`src/rtl/adc_scan_sequencer_pkg.sv`:
```
// Shared types and defaults for the ADC scan sequencer.
package adc_seq_pkg;

    localparam int DATA_W          = 5;
    localparam int SETTLE_CYC_DEF  = 3;
    localparam int TIMEOUT_CYC_DEF = 64;

    typedef enum logic [2:0] {
        S_IDLE,
        S_SETTLE,
        S_START,
        S_CONVERT,
        S_CAPTURE,
        S_NEXT
    } state_t;

endpackage

```
`src/rtl/adc_scan_sequencer_if.sv`:
```
// Control, ADC handshake and result signals of the scan sequencer.
interface adc_scan_if #(
    parameter int NUM_CH = 4,
    parameter int CH_W   = 2
);
    import adc_seq_pkg::*;

    logic              enable;
    logic              trigger;
    logic              continuous;
    logic [NUM_CH-1:0] ch_mask;
    logic [CH_W-1:0]   muxSel;
    logic              nStartCnv;
    logic              nEndCnv;
    logic [DATA_W-1:0] adcData;
    logic              res_valid;
    logic [CH_W-1:0]   res_ch;
    logic [DATA_W-1:0] res_data;
    logic              scan_done;
    logic              busy;
    logic              timeout_err;

    // sequencer side
    modport master (
        input  enable, trigger, continuous, ch_mask, nEndCnv, adcData,
        output muxSel, nStartCnv, res_valid, res_ch, res_data, scan_done, busy, timeout_err
    );

    // environment side (ADC, mux, host)
    modport slave (
        output enable, trigger, continuous, ch_mask, nEndCnv, adcData,
        input  muxSel, nStartCnv, res_valid, res_ch, res_data, scan_done, busy, timeout_err
    );

endinterface

```
`src/rtl/adc_scan_sequencer_next_ch.sv`:
```
// Priority finder: lowest enabled channel above cur, or lowest overall when first=1.
module adc_next_ch #(
    parameter int NUM_CH = 4,
    parameter int CH_W   = 2
) (
    input  logic [NUM_CH-1:0] mask,
    input  logic [CH_W-1:0]   cur,
    input  logic              first,
    output logic [CH_W-1:0]   nxt,
    output logic              found
);

    // scan upward, keep the first hit
    always_comb begin
        nxt   = '0;
        found = 1'b0;
        for (int i = 0; i < NUM_CH; i++) begin
            if (!found && mask[i] && (first || (CH_W'(i) > cur))) begin
                nxt   = CH_W'(i);
                found = 1'b1;
            end
        end
    end

endmodule

```
`src/rtl/adc_scan_sequencer.sv`:
```
// Multi-channel scan controller: mux stepping, settle, ADC handshake, result beats, watchdog.
module adc_scan_sequencer
    import adc_seq_pkg::*;
#(
    parameter int NUM_CH      = 4,
    parameter int CH_W        = 2,
    parameter int SETTLE_CYC  = SETTLE_CYC_DEF,
    parameter int TIMEOUT_CYC = TIMEOUT_CYC_DEF
) (
    input logic        clock,
    input logic        reset,
    adc_scan_if.master bus
);

    localparam int              WD_W        = $clog2(TIMEOUT_CYC + 1);
    localparam logic [7:0]      SETTLE_LOAD = 8'(SETTLE_CYC - 1);
    localparam logic [WD_W-1:0] WD_LAST     = WD_W'(TIMEOUT_CYC - 1);

    state_t            state, state_d;
    logic [NUM_CH-1:0] scan_mask, scan_mask_d;
    logic [7:0]        settle_cnt, settle_cnt_d;
    logic [WD_W-1:0]   wd_cnt, wd_cnt_d;
    logic              auto_ok, auto_ok_d;   // last scan ended with scan_done
    logic [CH_W-1:0]   mux_d, res_ch_d;
    logic [DATA_W-1:0] res_data_d;
    logic              nstart_d, res_valid_d, scan_done_d, tmo_d;

    logic [CH_W-1:0]   first_ch, next_ch;
    logic              first_found, next_found;

    // lowest channel of the live mask, used to start (or restart) a scan
    adc_next_ch #(.NUM_CH(NUM_CH), .CH_W(CH_W)) u_first (
        .mask (bus.ch_mask),
        .cur  ('0),
        .first(1'b1),
        .nxt  (first_ch),
        .found(first_found)
    );

    // next channel of the latched mask above the current one
    adc_next_ch #(.NUM_CH(NUM_CH), .CH_W(CH_W)) u_next (
        .mask (scan_mask),
        .cur  (bus.muxSel),
        .first(1'b0),
        .nxt  (next_ch),
        .found(next_found)
    );

    // next-state and next-output decode
    always_comb begin
        state_d      = state;
        scan_mask_d  = scan_mask;
        settle_cnt_d = settle_cnt;
        wd_cnt_d     = wd_cnt;
        auto_ok_d    = auto_ok;
        mux_d        = bus.muxSel;
        nstart_d     = bus.nStartCnv;
        res_valid_d  = 1'b0;
        res_ch_d     = bus.res_ch;
        res_data_d   = bus.res_data;
        scan_done_d  = 1'b0;
        tmo_d        = bus.timeout_err;
        case (state)
            S_IDLE: begin
                if (bus.enable && first_found && (bus.trigger || (bus.continuous && auto_ok))) begin
                    scan_mask_d  = bus.ch_mask;
                    tmo_d        = 1'b0;
                    mux_d        = first_ch;
                    settle_cnt_d = SETTLE_LOAD;
                    state_d      = S_SETTLE;
                end
            end
            S_SETTLE: begin
                if (settle_cnt == '0) begin
                    nstart_d = 1'b0;
                    wd_cnt_d = '0;
                    state_d  = S_START;
                end else begin
                    settle_cnt_d = settle_cnt - 8'd1;
                end
            end
            S_START: begin
                if (bus.nEndCnv) begin
                    nstart_d = 1'b1;
                    wd_cnt_d = '0;
                    state_d  = S_CONVERT;
                end else if (wd_cnt == WD_LAST) begin
                    nstart_d  = 1'b1;
                    tmo_d     = 1'b1;
                    auto_ok_d = 1'b0;
                    state_d   = S_IDLE;
                end else begin
                    wd_cnt_d = wd_cnt + 1'b1;
                end
            end
            S_CONVERT: begin
                // START already saw the rise, so a low here means the result is ready
                if (!bus.nEndCnv) begin
                    state_d = S_CAPTURE;
                end else if (wd_cnt == WD_LAST) begin
                    tmo_d     = 1'b1;
                    auto_ok_d = 1'b0;
                    state_d   = S_IDLE;
                end else begin
                    wd_cnt_d = wd_cnt + 1'b1;
                end
            end
            S_CAPTURE: begin
                res_valid_d = 1'b1;
                res_ch_d    = bus.muxSel;
                res_data_d  = bus.adcData;
                state_d     = S_NEXT;
            end
            S_NEXT: begin
                if (!bus.enable) begin
                    // aborted scan: no scan_done and no auto-restart
                    auto_ok_d = 1'b0;
                    state_d   = S_IDLE;
                end else if (next_found) begin
                    mux_d        = next_ch;
                    settle_cnt_d = SETTLE_LOAD;
                    state_d      = S_SETTLE;
                end else begin
                    scan_done_d = 1'b1;
                    auto_ok_d   = 1'b1;
                    if (bus.continuous && first_found) begin
                        scan_mask_d  = bus.ch_mask;
                        mux_d        = first_ch;
                        settle_cnt_d = SETTLE_LOAD;
                        state_d      = S_SETTLE;
                    end else begin
                        state_d = S_IDLE;
                    end
                end
            end
            default: state_d = S_IDLE;
        endcase
    end

    // state, counters and registered outputs
    always_ff @(posedge clock or negedge reset) begin
        if (!reset) begin
            state           <= S_IDLE;
            scan_mask       <= '0;
            settle_cnt      <= '0;
            wd_cnt          <= '0;
            auto_ok         <= 1'b0;
            bus.muxSel      <= '0;
            bus.nStartCnv   <= 1'b1;
            bus.res_valid   <= 1'b0;
            bus.res_ch      <= '0;
            bus.res_data    <= '0;
            bus.scan_done   <= 1'b0;
            bus.busy        <= 1'b0;
            bus.timeout_err <= 1'b0;
        end else begin
            state           <= state_d;
            scan_mask       <= scan_mask_d;
            settle_cnt      <= settle_cnt_d;
            wd_cnt          <= wd_cnt_d;
            auto_ok         <= auto_ok_d;
            bus.muxSel      <= mux_d;
            bus.nStartCnv   <= nstart_d;
            bus.res_valid   <= res_valid_d;
            bus.res_ch      <= res_ch_d;
            bus.res_data    <= res_data_d;
            bus.scan_done   <= scan_done_d;
            bus.busy        <= (state_d != S_IDLE);
            bus.timeout_err <= tmo_d;
        end
    end

endmodule

```
`src/flat_wrapper.sv`:
```
// flat-port wrapper written by rule: the top's interface ports become plain ports
module adc_scan_sequencer_flat import adc_seq_pkg::*;
#(
    parameter int NUM_CH      = 4,
    parameter int CH_W        = 2,
    parameter int SETTLE_CYC  = SETTLE_CYC_DEF,
    parameter int TIMEOUT_CYC = TIMEOUT_CYC_DEF
)
  (clock, reset, bus_enable, bus_trigger, bus_continuous, bus_ch_mask, bus_nEndCnv, bus_adcData, bus_muxSel, bus_nStartCnv, bus_res_valid, bus_res_ch, bus_res_data, bus_scan_done, bus_busy, bus_timeout_err);
  adc_scan_if #(.NUM_CH(NUM_CH), .CH_W(CH_W)) bus_i ();
  input logic clock;
  input logic reset;
  input wire logic [$bits(bus_i.enable)-1:0] bus_enable;
  input wire logic [$bits(bus_i.trigger)-1:0] bus_trigger;
  input wire logic [$bits(bus_i.continuous)-1:0] bus_continuous;
  input wire logic [$bits(bus_i.ch_mask)-1:0] bus_ch_mask;
  input wire logic [$bits(bus_i.nEndCnv)-1:0] bus_nEndCnv;
  input wire logic [$bits(bus_i.adcData)-1:0] bus_adcData;
  output wire logic [$bits(bus_i.muxSel)-1:0] bus_muxSel;
  output wire logic [$bits(bus_i.nStartCnv)-1:0] bus_nStartCnv;
  output wire logic [$bits(bus_i.res_valid)-1:0] bus_res_valid;
  output wire logic [$bits(bus_i.res_ch)-1:0] bus_res_ch;
  output wire logic [$bits(bus_i.res_data)-1:0] bus_res_data;
  output wire logic [$bits(bus_i.scan_done)-1:0] bus_scan_done;
  output wire logic [$bits(bus_i.busy)-1:0] bus_busy;
  output wire logic [$bits(bus_i.timeout_err)-1:0] bus_timeout_err;
  assign bus_i.enable = bus_enable;
  assign bus_i.trigger = bus_trigger;
  assign bus_i.continuous = bus_continuous;
  assign bus_i.ch_mask = bus_ch_mask;
  assign bus_i.nEndCnv = bus_nEndCnv;
  assign bus_i.adcData = bus_adcData;
  assign bus_muxSel = bus_i.muxSel;
  assign bus_nStartCnv = bus_i.nStartCnv;
  assign bus_res_valid = bus_i.res_valid;
  assign bus_res_ch = bus_i.res_ch;
  assign bus_res_data = bus_i.res_data;
  assign bus_scan_done = bus_i.scan_done;
  assign bus_busy = bus_i.busy;
  assign bus_timeout_err = bus_i.timeout_err;
  adc_scan_sequencer #(.NUM_CH(NUM_CH), .CH_W(CH_W), .SETTLE_CYC(SETTLE_CYC), .TIMEOUT_CYC(TIMEOUT_CYC)) u_core (.clock(clock), .reset(reset), .bus(bus_i));
endmodule
```
`config.mk`:
```
export PLATFORM = sky130hd
export DESIGN_NAME = adc_scan_sequencer_flat
export DESIGN_NICKNAME = d
export VERILOG_FILES = /design/src/rtl/adc_scan_sequencer_pkg.sv /design/src/rtl/adc_scan_sequencer_if.sv /design/src/rtl/adc_scan_sequencer_next_ch.sv /design/src/rtl/adc_scan_sequencer.sv /design/src/flat_wrapper.sv
export SDC_FILE = /design/constraint.sdc
export NUM_CORES = 1
export LEC_CHECK = 0
export ABC_AREA = 1
export BUFFER_PORTS_ARGS = -buffer_cell sky130_fd_sc_hd__buf_2
export CAP_MARGIN = 20
export CORE_MARGIN = 3
export CORE_UTILIZATION = 30
export CTS_CLUSTER_DIAMETER = 100
export DETAILED_ROUTE_END_ITERATION = 10
export PLACE_DENSITY = 0.58
export SYNTH_ARGS = -nofsm -noshare
export SYNTH_HDL_FRONTEND = slang
export SYNTH_SLANG_ARGS = --single-unit
```
`constraint.sdc`:
```
create_clock -name clock -period 1.4 [get_ports clock]
set_input_delay 0.28 -clock clock [delete_from_list [all_inputs] [get_ports clock]]
set_output_delay 0.28 -clock clock [all_outputs]
set_load 0.005 [all_outputs]
```
==> reports/metrics.yaml, run 1 <==
timing:
  period_minus_slack_ns: 1.43
  rsz0062_at_grt: "true"
  fin_worst_skew_ns: 0.0106
  worst_slack_ns: -0.0331
  fin_crit_sh_pct: 102
  fmax_ghz: 0.698
  setup_viol: 6
  maxSlewHeadroom_pct: 82.6
  hold_viol: 0
  slew_violations: 0
  max_slew.worst_pin.slew_ns: 0.261
setup_path:
  cp_cell_sequence: "inv_2, ha_4, nand3_4, o21ai_4, nand2_2, nor3_2, nand3_1"
  rr_startpoint: "u_core.settle_cnt[1]"
  startpoint: "u_core.settle_cnt[1]"
  arrival_ns: 1.60
  r2r.worst_path.cells: 7
  worst-path-stages: 7
  cpPeakStageDelay_ns: 0.39
  cp-endpoint: "u_core.bus.busy"
  path_buf_inv: 1
  timing.setup.critical_path_class: "flip-flop to flip-flop"
  critPathTopFamily: "simple AND/OR/NAND/NOR gates"
  end_kind: "flip-flop"
  cp.required_ns: 1.57
  slowest_stage: "dfrtp_1"
  crit_fanout: 5
  r2r_slack_ns: -0.03
  r2r_end: "u_core.bus.busy"
  start_kind: "flip-flop"
clock_tree:
  cts_tree: "done"
  clockBufferDepth: 2
  cts_htree_levels: 2
  cts_buffers: 5
  clk_pin_slew_ns: 0.08
  cts_root_buf: "clkbuf_8"
  clock-sinks: 36
  clk_latency_ns: 0.29
floorplan:
  coreArea_sq_um: 6570
  io_pins: 29
  die_h_um: 89.9
  die_w_um: 89.9
  die_area_sq_um: 8070
  start_util_pct: 32.1
  row_count: 29
placed_design:
  place_ws_ns: -0.106
  dp.cells: 435
  portBuffers: 28
  hpwl_um: 3440
  place.gp.congestion: 0.841
route:
  ant_nets: 0
  drt-vias-per-instance: 4.36
  route.detailed.wl_per_inst_um: 10.7
  routed_wl_um: 4810
  vias: 1965
  dr.pass1.iters: 4
  drt_iter0_drc: 67
  drc: 0
global_route:
  first_global_vias: 1895
  globalRouteOverflowTotal: 0
  track_usage_pct: 12.3
  grt_max_degree: 37
  antenna_found_initial: 0
  grt_pass1_wl_um: 8260
yosys:
  synth-adder-area-share_pct: 1.78
  synth-simple-area-share_pct: 37.6
  postSynthNetCount: 306
  synth-warning-count: 0
  synthXorXnorAreaFrac_pct: 2.91
  syn_area_sq_um: 2110
  avgSynthCellArea_sq_um: 7.32
  synth_compound_area_share_pct: 7.95
  synth_top_family_by_area: "simple AND/OR/NAND/NOR gates"
  ys_seq_area_share_pct: 42.8
  synth_mux_area_share_pct: 0
  synth_cells: 288
  synth_cell_type_count: 30
  synth-seq-cells: 36
layout:
  fin_nets: 375
  instances_no_fill: 451
  final.fill_count: 659
  multi_input_area_sq_um: 1210
  seqCellArea_sq_um: 905
  final_layout_size_suffix_gt1_share_pct: 36.3
  n_antenna_cell: 0
  syn_to_final_growth_pct: 36.8
power:
  ir_worst_vdd_mv: 1.16
  cellPowerDensity_nw_per_um2: 2220
  p_leak_uw: 0.00156
run:
  maxCapViolCount: 0
outcome:
  violations: "negative setup slack"
  status: "finished, violations left"
worst_hold_path:
  hold_class: "input port to flip-flop"
[layout make-up]
type | instances | area share [%]
Timing Repair Buffer | 63 | 14.9
Sequential cell | 36 | 31.4
Multi-Input combinational cell | 216 | 42.0
Inverter | 35 | 4.55
Clock buffer | 8 | 3.12
Tap cell | 93 | 4.03
[routing by layer]
layer / track usage (%) / share of wire [%] / up-vias
met1: 16.2 / 49 / 894
met5: 0 / 0 / -
met4: 4.21 / 1.7 / 0
li1: - / - / 1036
met2: 20.1 / 46 / 28
met3: 2.50 / 2.7 / 7
[worst min-delay path by stage]
stage,from,endpoint,cells after the start
3_5_place_dp,reset,u_core.wd_cnt[0],2
6_report,bus_adcData[2],u_core.bus.res_data[2],3
3_3_place_gp,reset,u_core.wd_cnt[0],2
5_1_grt,bus_adcData[2],u_core.bus.res_data[2],3
2_1_floorplan,reset,u_core.auto_ok,0
4_1_cts,bus_adcData[4],u_core.bus.res_data[4],3
[synthesized netlist by cell type, drive strengths merged]
cell | number | area [sq um]
o21ai | 20 | 111
dfrtp | 35 | 876
inv | 35 | 131
a21oi | 3 | 18.8
buf | 2 | 16.3
dfstp | 1 | 26.3
o211ai | 4 | 30.0
nand4 | 1 | 6.26
nand3b | 1 | 7.51
nor2 | 37 | 188
a21o | 1 | 7.51
nor3 | 2 | 15.0
ha | 3 | 37.5
xnor2 | 1 | 8.76
xor2 | 6 | 52.6
nand3 | 21 | 105
or2 | 2 | 12.5
nand2 | 113 | 459
[worst reg2reg max path, stage by stage (launching register included)]
cell and delay (ns):
dfrtp_1 0.39, inv_2 0.08, ha_4 0.14, nand3_4 0.08
o21ai_4 0.27, nand2_2 0.08, nor3_2 0.20, nand3_1 0.09
[state kept, by name, indices dropped and copies added, names as in the netlist]
register / count
u_core.wd_cnt: 7
u_core.auto_ok: 1
u_core.bus.res_data: 5
u_core.bus.timeout_err: 1
u_core.bus.muxSel: 2
u_core.bus.scan_done: 1
u_core.scan_mask: 3
u_core.bus.busy: 1
u_core.bus.res_valid: 1
u_core.bus.nStartCnv: 1
u_core.settle_cnt: 8
u_core.state: 3
u_core.bus.res_ch: 2
[power by group]
part           internal (uW)  switching, uW  total [uW]
combinational           1660           2220        3870
clock                    402            366         768
sequential              1470            293        1760
total                   3520           2880        6400
[layout by cell type, fill, tap and decap left out, types with 2 or more instances in the layout]
cell,Yosys,routed
nand2_4,3,6
xor2_1,6,6
o21ai_0,12,7
nand2_1,105,93
o211ai_1,4,4
clkbuf_1,0,2
nand2_2,5,15
dfrtp_2,0,2
inv_2,5,9
buf_4,0,32
nand3_1,21,18
buf_12,0,2
o21ai_2,3,2
nor2_4,3,7
o21ai_4,0,2
nor2_1,29,21
clkbuf_8,0,6
buf_2,1,28
nor3_2,1,2
dfrtp_1,35,33
nor2_2,4,8
o21ai_1,5,9
inv_1,30,26
nand3_2,0,2
a21oi_1,2,2
[cells by family (layout without fill, tap and decap cells)]
| logic type | Yosys count | count (layout) |
|---|---|---|
| buf+inv | 37 | 106 |
| simple gates | 177 | 178 |
| compound gates | 28 | 28 |
| flops | 36 | 36 |
| fa+ha+maj | 3 | 3 |
| xor+xnor | 7 | 7 |
[through the flow]
stage	util, %	power [uW]	hold slack (ns)	setup TNS (ns)	instance area [sq um]
6_report	43.9	6400	0.188	-0.0757	2890
4_1_cts	42.3	6150	0.176	-0.0526	2780
3_5_place_dp	39.2	4980	0.265	-0.683	2570
3_3_place_gp	39.2	4940	0.263	-0.223	2570
2_1_floorplan	-	3880	-0.0156	0	2110
5_1_grt	43.9	7010	0.189	-1.72	2890
[repair_timing]
| action | in CTS | in global routing |
|---|---|---|
| setup buffers | 2 | 4 |
| pin swaps | 11 | 10 |
| resized for setup | 21 | 28 |
| endpoints found under the hold margin | 35 | 0 |
| hold buffers | 1 | 0 |
| endpoints found under the setup margin | 21 | 25 |
| gates cloned | 1 | 0 |
Power figures use the tool's default switching activity.
==> run 2: changes to the inputs <==
Settings changed: MAX_ROUTING_LAYER set to met4, SYNTH_HIERARCHICAL set to 1.
==> run 2 against run 1 <==
Compared with the run above: the flow still finishes with violations (negative setup slack); synthesized area rose by 1.8%; core utilization rose by 6.0 points; routed wire length rose by 20%; highest routed layer unchanged.
==> reports/metrics.yaml, run 2 <==
outcome:
  status: "finished, violations left"
  violations: "negative setup slack"
layout:
  n_antenna_cell: 0
  syn_to_final_growth_pct: 59.5
  reg_top3: "u_core/settle_cnt: 8 flops, u_core/wd_cnt: 7 flops, u_core/bus.res_data: 5 flops"
  final_common_cell: "nand2_1"
  instances_no_fill: 533
  final_layout_size_suffix_gt1_share_pct: 44.6
  final.fill_count: 653
  final_cell_mix: "nand2_1, buf_4, dfrtp_1, buf_2, inv_1"
  fin_nets: 453
  design_area_sq_um: 3430
  largest_reg_flops: 8
  top_register: "u_core/settle_cnt"
yosys:
  syn_area_sq_um: 2150
  synth-simple-area-share_pct: 36.6
  synth_top_family_by_area: "simple AND/OR/NAND/NOR gates"
  synth_cell_type_count: 24
  synth-adder-area-share_pct: 1.16
  synth_flop_cell: "dfrtp_1"
  avgSynthCellArea_sq_um: 6.98
  synth_common_cells: "nand2_1, nor2_1, dfrtp_1, inv_1, nand3_1"
  synth_compound_area_share_pct: 8.27
  synth_most_common_cell: "nand2_1"
  synthXorXnorAreaFrac_pct: 3.26
  synth_edf_count: 0
  synthTopCellsByArea: "dfrtp_1, nand2_1, nor2_1"
  synth_cells: 308
  synth-async-reset-ratio_pct: 100
  synth_mux_area_share_pct: 0
  synth-warning-count: 6
  ys_seq_area_share_pct: 43.2
  synth_top_area_share_pct: 41.9
  synth_largest_area_cell: "dfrtp_1"
  synth-seq-cells: 37
setup_path:
  end_kind: "flip-flop"
  path_buf_inv: 3
  cp_cell_sequence: "nand3_2, nand2_1, nand2_1, inv_2, nand3_2, inv_2, nand2_2, nand2_1, nand2_1, nand2_2, nor2_4, buf_6, o21a_1"
  rr_startpoint: "u_core/bus.muxSel[0]"
  arrival_ns: 1.76
  critPathTopFamily: "simple AND/OR/NAND/NOR gates"
  start_kind: "flip-flop"
  r2r_end: "u_core/settle_cnt[1]"
  r2r_slack_ns: -0.16
  r2r.worst_path.cells: 13
  crit_fanout: 5
  cp.required_ns: 1.59
  cpPeakStageDelay_ns: 0.41
  timing.setup.critical_path_class: "flip-flop to flip-flop"
  slowest_stage: "dfrtp_1"
  crit_top_cell: "nand2_1"
timing:
  tns_ns: -2.20
  fin_worst_skew_ns: 0.0113
  hold_viol: 0
  worst_slack_ns: -0.164
  period_minus_slack_ns: 1.56
  fmax_ghz: 0.639
  setup_viol: 24
  fin_crit_sh_pct: 112
  rsz0062_at_grt: "true"
  slew_violations: 0
placed_design:
  dp.cells: 507
  place_ws_ns: -0.342
  portBuffers: 28
  place.gp.congestion: 0.859
  hpwl_um: 4240
  dpl-instance-area_sq_um: 2980
route:
  route.detailed.wl_per_inst_um: 10.8
  vias: 2283
  routed_wl_um: 5760
  dr.pass1.iters: 4
  drc: 0
  ant_nets: 0
  drt_iter0_drc: 61
  drt-vias-per-instance: 4.28
clock_tree:
  clk_latency_ns: 0.29
  clock-sinks: 37
  cts_root_buf: "clkbuf_8"
  clk_pin_slew_ns: 0.08
  cts_buffers: 5
  cts_tree: "done"
  cts_htree_levels: 2
  clockBufferDepth: 2
power:
  cellPowerDensity_nw_per_um2: 2010
  power.total_uw: 6900
  ir_worst_vdd_mv: 0.943
  p_leak_uw: 0.00187
worst_hold_path:
  hold_class: "input port to flip-flop"
  holdPathStages: 3
  hold_path_startpoint: "bus_adcData[2]"
  hold_end: "u_core/bus.res_data[2]"
global_route:
  grt_max_degree: 23
  grt_pass1_wl_um: 9740
  track_usage_pct: 14.9
  antenna_found_initial: 0
  first_global_vias: 2285
  globalRouteOverflowTotal: 0
floorplan:
  start_util_pct: 31.3
  row_count: 30
  die_h_um: 90.6
  coreArea_sq_um: 6870
  die_area_sq_um: 8210
  die_w_um: 90.6
  io_pins: 29
run:
  maxCapViolCount: 0
## run 2: changes by cell type in the layout (fill, tap and decap cells not counted), moves of 4 or more
cell / before / now
conb_1: 0 / 9
nand2_1: 93 / 100
buf_6: 0 / 8
buf_4: 32 / 79
nand3_2: 2 / 10
inv_2: 9 / 13
nand2_4: 6 / 1
o211ai_1: 4 / 0
## run 2: how the worst max path moves through the flow
stage | from | end | cells after the start
finish | u_core/bus.muxSel[0] | u_core/settle_cnt[1] | 13
CTS | u_core/bus.muxSel[0] | u_core/bus.muxSel[1] | 12
global route | u_core/bus.muxSel[1] | u_core/bus.muxSel[1] | 14
global placement | bus_ch_mask[0] | u_core/bus.muxSel[1] | 11
detailed placement | bus_ch_mask[0] | u_core/bus.muxSel[1] | 11
floorplan | u_core/settle_cnt[0] | u_core/settle_cnt[1] | 9
## run 2: final cells by class
type | count | area [sq um] | share of cell area, %
repair buffers | 116 | 848 | 24.8
clock inverters | 3 | 17.5 | 0.511
multi-input cells | 239 | 1300 | 38.0
inverters | 37 | 139 | 4.05
clock buffers | 5 | 68.8 | 2.01
flip-flops and latches | 37 | 930 | 27.1
well taps | 96 | 120 | 3.50
## run 2: cell families after synthesis
group           count (synthesis)
xor+xnor                        8
simple gates                  188
other cells                     2
fa+ha+maj                       2
flops                          37
compound gates                 32
buf+inv                        39
## run 2: layer usage
metal | up-vias | track usage, % | wire (um)
met3 | 2 | 3.17 | 182
met5 | - | - | 0
met2 | 30 | 26.1 | 3000
met4 | 0 | 4.08 | 15
met1 | 1046 | 17.3 | 2560
li1 | 1205 | - | -
## run 2: what timing repair did
| action | in CTS | in global routing |
|---|---|---|
| setup buffers | 13 | 5 |
| hold buffers | 1 | 0 |
| pin swaps | 24 | 18 |
| gates resized for setup | 42 | 34 |
| hold endpoints to repair | 14 | 0 |
| cloned | 1 | 0 |
| endpoints found under the setup margin | 25 | 28 |
## run 2: through the flow
stage | hold WS (ns) | util (%)
CTS | 0.171 | 48.2
global placement | 0.242 | 43.3
floorplan | -0.0156 | -
detailed placement | 0.240 | 43.3
global route | 0.183 | 49.9
finish | 0.185 | 49.9
## run 2: tightest hold or removal path: stages
cell	delay, ns
buf_2	0.07
nand2_1	0.04
nand2_1	0.05
## run 2: report_power, final
part	leakage, uW	total (uW)	internal (uW)	switching, uW
sequential	0.000463	1650	1430	221
clock	0.0000439	742	344	398
combinational	0.00137	4510	2290	2220
total	0.00187	6900	4060	2840
